==> src/rtl/ff_apb_pkg.sv <==
// rtl/ff_apb_pkg.sv - shared constants and helpers for the APB master arbiter
package ff_apb_pkg;

    localparam logic [1:0] ST_IDLE   = 2'd0;
    localparam logic [1:0] ST_SETUP  = 2'd1;
    localparam logic [1:0] ST_ACCESS = 2'd2;

    localparam int FF_APB_ADDR_WIDTH = 20;
    localparam int FF_APB_DATA_WIDTH = 32;

    // Index width for n items, never less than one bit.
    function automatic int ff_clog2(input int value);
        int w;
        w = 1;
        while ((1 << w) < value) w = w + 1;
        return w;
    endfunction

endpackage

==> src/rtl/ff_rr_arbiter.sv <==
// rtl/ff_rr_arbiter.sv - combinational round-robin picker, scans upward from ptr with wrap
module ff_rr_arbiter
    import ff_apb_pkg::*;
#(
    parameter int NUM_REQ = 2,
    parameter int IDX_W   = ff_clog2(NUM_REQ)
) (
    input  logic [NUM_REQ-1:0] req,
    input  logic [IDX_W-1:0]   ptr,
    output logic [NUM_REQ-1:0] grant,
    output logic [IDX_W-1:0]   grant_idx,
    output logic               any_req
);

    logic found;
    int   idx;

    always_comb begin
        grant     = '0;
        grant_idx = '0;
        found     = 1'b0;
        idx       = 0;
        for (int k = 0; k < NUM_REQ; k++) begin
            idx = k + int'(ptr);
            if (idx >= NUM_REQ) idx = idx - NUM_REQ;
            for (int i = 0; i < NUM_REQ; i++) begin
                if (!found && (idx == i) && req[i]) begin
                    found     = 1'b1;
                    grant[i]  = 1'b1;
                    grant_idx = IDX_W'(i);
                end
            end
        end
    end

    assign any_req = |req;

endmodule

==> src/rtl/ff_apb_arbiter.sv <==
// rtl/ff_apb_arbiter.sv - round-robin APB master arbiter; FF_APB_ARB_PREADY_EN adds pready wait states
module ff_apb_arbiter
    import ff_apb_pkg::*;
#(
    parameter int NUM_REQ    = 2,
    parameter int ADDR_WIDTH = FF_APB_ADDR_WIDTH,
    parameter int DATA_WIDTH = FF_APB_DATA_WIDTH
) (
    input  logic                          clk,
    input  logic                          reset,
    input  logic [NUM_REQ-1:0]            req_valid,
    input  logic [NUM_REQ-1:0]            req_write,
    input  logic [NUM_REQ*ADDR_WIDTH-1:0] req_addr,
    input  logic [NUM_REQ*DATA_WIDTH-1:0] req_wdata,
    output logic [NUM_REQ-1:0]            req_done,
    output logic [DATA_WIDTH-1:0]         rsp_rdata,
    output logic                          busy,
    output logic [ADDR_WIDTH-1:0]         paddr,
    output logic                          psel,
    output logic                          penable,
    output logic                          pwrite,
    output logic [DATA_WIDTH-1:0]         pwdata,
    input  logic [DATA_WIDTH-1:0]         prdata
`ifdef FF_APB_ARB_PREADY_EN
   ,input  logic                          pready
`endif
);

    localparam int IDX_W = ff_clog2(NUM_REQ);

    logic [1:0]            state, state_nxt;
    logic [IDX_W-1:0]      ptr;
    logic [IDX_W-1:0]      gnt_idx;
    logic [NUM_REQ-1:0]    gnt_oh;
    logic [NUM_REQ-1:0]    arb_grant;
    logic [IDX_W-1:0]      arb_idx;
    logic                  any_req;
    logic [ADDR_WIDTH-1:0] sel_addr;
    logic [DATA_WIDTH-1:0] sel_wdata;
    logic                  sel_write;
    logic                  xfer_ok;
    logic                  done_now;

    ff_rr_arbiter #(
        .NUM_REQ (NUM_REQ),
        .IDX_W   (IDX_W)
    ) u_rr (
        .req       (req_valid),
        .ptr       (ptr),
        .grant     (arb_grant),
        .grant_idx (arb_idx),
        .any_req   (any_req)
    );

`ifdef FF_APB_ARB_PREADY_EN
    assign xfer_ok = pready;
`else
    assign xfer_ok = 1'b1;
`endif

    // A transfer that is being reset away must not be reported as complete.
    assign done_now = (state == ST_ACCESS) && xfer_ok && !reset;

    always_comb begin
        sel_addr  = '0;
        sel_wdata = '0;
        sel_write = 1'b0;
        for (int i = 0; i < NUM_REQ; i++) begin
            if (arb_idx == IDX_W'(i)) begin
                sel_addr  = req_addr[i*ADDR_WIDTH +: ADDR_WIDTH];
                sel_wdata = req_wdata[i*DATA_WIDTH +: DATA_WIDTH];
                sel_write = req_write[i];
            end
        end
    end

    always_ff @(posedge clk) begin
        if (reset) begin
            state   <= ST_IDLE;
            ptr     <= '0;
            gnt_idx <= '0;
            gnt_oh  <= '0;
            paddr   <= '0;
            pwdata  <= '0;
            pwrite  <= 1'b0;
        end else begin
            state <= state_nxt;
            if (state == ST_IDLE && any_req) begin
                gnt_idx <= arb_idx;
                gnt_oh  <= arb_grant;
                paddr   <= sel_addr;
                pwdata  <= sel_wdata;
                pwrite  <= sel_write;
            end
            if (done_now)
                ptr <= (gnt_idx == IDX_W'(NUM_REQ-1)) ? '0 : gnt_idx + 1'b1;
        end
    end

    always_comb begin
        state_nxt = state;
        case (state)
            ST_IDLE:   if (any_req) state_nxt = ST_SETUP;
            ST_SETUP:  state_nxt = ST_ACCESS;
            ST_ACCESS: if (xfer_ok) state_nxt = ST_IDLE;
            default:   state_nxt = ST_IDLE;
        endcase
    end

    always_comb begin
        psel      = (state == ST_SETUP) || (state == ST_ACCESS);
        penable   = (state == ST_ACCESS);
        busy      = psel;
        req_done  = done_now ? gnt_oh : '0;
        rsp_rdata = done_now ? prdata : '0;
    end

endmodule

==> config.mk <==
export PLATFORM = sky130hd
export DESIGN_NAME = ff_apb_arbiter
export DESIGN_NICKNAME = d
export VERILOG_FILES = /design/src/rtl/ff_apb_pkg.sv /design/src/rtl/ff_rr_arbiter.sv /design/src/rtl/ff_apb_arbiter.sv
export SDC_FILE = /design/constraint.sdc
export NUM_CORES = 1
export LEC_CHECK = 0
export CORE_ASPECT_RATIO = 1.1
export CORE_MARGIN = 2
export CORE_UTILIZATION = 38
export CTS_CLUSTER_DIAMETER = 200
export DETAILED_ROUTE_END_ITERATION = 7
export PLACE_DENSITY = 0.84
export SYNTH_ARGS = -nofsm -noshare
export SYNTH_HDL_FRONTEND = slang
export SYNTH_SLANG_ARGS = --single-unit
==> constraint.sdc <==
create_clock -name clk -period 2.33 [get_ports clk]
set_clock_uncertainty 0.05 [all_clocks]
set_input_delay 0.466 -clock clk [delete_from_list [all_inputs] [get_ports clk]]
set_output_delay 0.466 -clock clk [all_outputs]
set_load 0.05 [all_outputs]
==> summary.md <==
| Metric | Value |
|---|---|
| Wirelength per Cell | 17.48 um |
| Gr usage total | 25.31% |
| H-tree levels | 3 |
| Synth Register Bits | 59 |
| Final wirelength | 12290 um |
| Die height | 101.2 um |
| Core ar. | 0.008364 mm^2 |
| Synth Cell Area | 0.003267 mm^2 |
| HPWL after DPL | 8827 um |
| Port Buffer Count | 231 |
| Max Cap Violations | 0 |
| Total gr overflow | 0 |
| Post-synth EDFFs | 0 |
| Sequential share of the synthesized area | 36.15% |
| Leakage | 2.199 nW |
| Pre-antenna DRT Iters | 4 |
| Register Area | 0.001181 mm^2 |
| Multi-input combinational cell area | 0.001838 mm^2 |
| Layout cells sized above 1 | 18.61% |
| Commonest non-fill, non-tap cell in the layout | clkdlybuf4s50_1 |
| Clk buf depth | 2 |
| Cell Area, Placed | 0.005933 mm^2 |
| Synth async-reset ratio | 0% |
| Initial Util | 39.06% |
| DR iter-0 viols | 91 |
| Ports | 232 |
| Yosys cell types | 26 |
| Vias | 3725 |
| Cell area after layout | 0.006137 mm^2 |
| Highest net fanout along the worst path | 17 |
| Reg-to-reg setup timing slack | 600 ps |
| Final setup viols | 0 |
| Syn nets | 524 |
| Crit path launch type | flip-flop |
| Vias in the first global route | 3719 |
| Max_slew headroom | 41.55% |
| Pwr Total | 3.698 mW |
| Min cycle time layout | 2217 ps |
| Final hold violations | 0 |
| TritonCTS clock tree | built |
| Share of Yosys cell area claimed by the top area cell type | 36.15% |
| Synth top area cells | dfxtp_1 36%, a311oi_2 18%, nand3_1 8.3%, o21ai_0 6.9%, and2_1 6.5% |
| First-pass GRT wire length | 18820 um |
| Die Width | 92.41 um |
| Required time worst endpoint | 1810 ps |
| Placer Congestion | 0.7975 |
| Worst Tran Pin Value | 876.8 ps |
| Synth Warn # | 0 |
| Clk pin slew, worst setup/hold paths | 60 ps |
| Final nets | 732 |
| Worst-Skew Late Latency | 330 ps |
| Initial antenna violation count | 1 |
| Die footprint | 0.009356 mm^2 |
| Row count | 35 |
| Worst hold margin | 426.4 ps |
| Worst Path Arrival | 1700 ps |
| Reg-to-Reg End | pwdata[8] |
| Num CTS Buffers | 9 |
| Reg-to-Reg Start | state[0] |
| Synth Flop Type | dfxtp_1 |
| Worst min-delay path startpoint | gnt_idx |
| Clock Root Buffer | clkbuf_8 |
| DRC | 0 |
| Max Fclk | 0.4510 GHz |
| Syn_area_per_cell | 8.620 um^2 |
| Most frequent cells in the layout | 192 x clkdlybuf4s50_1, 59 x dfxtp_1, 56 x nor2_1, 54 x nand3_1, 45 x o21ai_0 |
| Pwr/cell area | 602.6 mW/mm^2 |
| Setup tns final | 0 ps |
| Worst Hold Path Cells | 2 |
| R2R depth | 6 |
| Crit end category | output pin |
| Antenna Violating Nets Remaining | 0 |
| Fillcell total | 622 |
| WHS Endpoint | gnt_idx |
| Synth-to-layout area growth | 87.86% |
| Final Cycle Share | 95.17% |
| Critical path type | reg2out |
| Largest net degree at the start of global routing | 69 |
| Vias per cell | 5.299 |
| Leading area contributor after synthesis | dfxtp_1 |
| Slew Limit Fails | 0 |
| Hold crit path type | reg2reg |
| Outcome | complete, no violations |
| Cells after Synth | 379 |
| Peak VDD IR | 0.4385 mV |
| Sink Count | 59 |
-- per-layer routing --
layer  track usage, %  wire length, um  up-vias
met5                0                0        -
met2            45.48             6460      148
met1            28.43             4665     1753
li1                 -                -     1793
met4            10.91              335        0
met3            6.473              826       31
-- final cells by class --
| class | count | share of cell area [%] |
|---|---|---|
| antenna | 1 | 0.04077 |
| tap | 111 | 2.263 |
| sequential | 59 | 19.25 |
| multi-input combinational | 270 | 29.95 |
| clock inverter | 2 | 0.1631 |
| clock buffer | 13 | 2.752 |
| inverter | 4 | 0.2446 |
| timing repair buffer | 243 | 45.34 |
-- cells by family (layout without fill, tap and decap cells) --
kind of cell,Yosys count,count (layout),synth area share [%]
other,0,1,0
AOI/OAI and AO/OA,111,111,30.95
adders and majority gates,3,3,1.149
DFF,59,59,36.15
muxes,2,2,0.6128
buffers and inverters,50,262,8.195
and+or+nand+nor,154,154,22.94
-- worst max-delay path by stage --
stage	start	end	slack [ps]	cells after the start
5_1_grt	state[0]	rsp_rdata[27]	-5	6
3_3_place_gp	req_valid[0]	pwdata[14]	280	5
2_1_floorplan	state[0]	req_done[0]	100	5
4_1_cts	state[0]	rsp_rdata[27]	30	6
6_report	state[0]	rsp_rdata[24]	110	6
3_5_place_dp	req_valid[0]	pwdata[14]	220	5
-- timing repair --
action / 4_1_cts / 5_1_grt
gates resized for setup: 0 / 6
hold buffers: 0 / 0
setup endpoints to repair: 0 / 34
buffers inserted: 0 / 0
-- metrics by stage --
step / std cells / worst slack [ps] / utilization (%)
CTS: 701 / 30.32 / 73.07
global route: 703 / -4.507 / 73.37
finish: 703 / 112.6 / 73.37
detailed placement: 686 / 218.7 / 70.93
floorplan: 379 / 95.21 / -
global placement: 686 / 280.7 / 70.93
-- synth_stat cells (2+ instances only) --
master and count:
a21oi_1 2, nand2_1 4, o21ai_0 45, clkbuf_1 15
nand3_1 54, nor2_1 56, buf_6 6, and2_1 34
a311oi_2 40, nor3b_1 2, buf_4 2, mux2i_1 2
buf_2 21, inv_1 4, ha_1 3, o21ai_1 9
a311oi_1 13, dfxtp_1 59
-- where the power goes --
| group | leakage [nW] | total [mW] | internal [mW] | switching, mW |
|---|---|---|---|---|
| clock network | 0.0953 | 0.848 | 0.464 | 0.384 |
| logic | 1.61 | 1.64 | 0.679 | 0.959 |
| registers | 0.490 | 1.21 | 1.14 | 0.0709 |
-- critical path, cell delays in order (launching register included) --
cell     delay [ps]
dfxtp_1         330
inv_1           100
ha_2            220
nor2b_4         200
buf_6           170
and2_1          200
buf_12          150
-- flip-flops by register name (all words and copies together) (netlist names) --
register	cells
paddr	20
gnt_oh	2
pwdata	32
gnt_idx	1
ptr	1
pwrite	1
state	2
(Power assumes the default switching activity.)
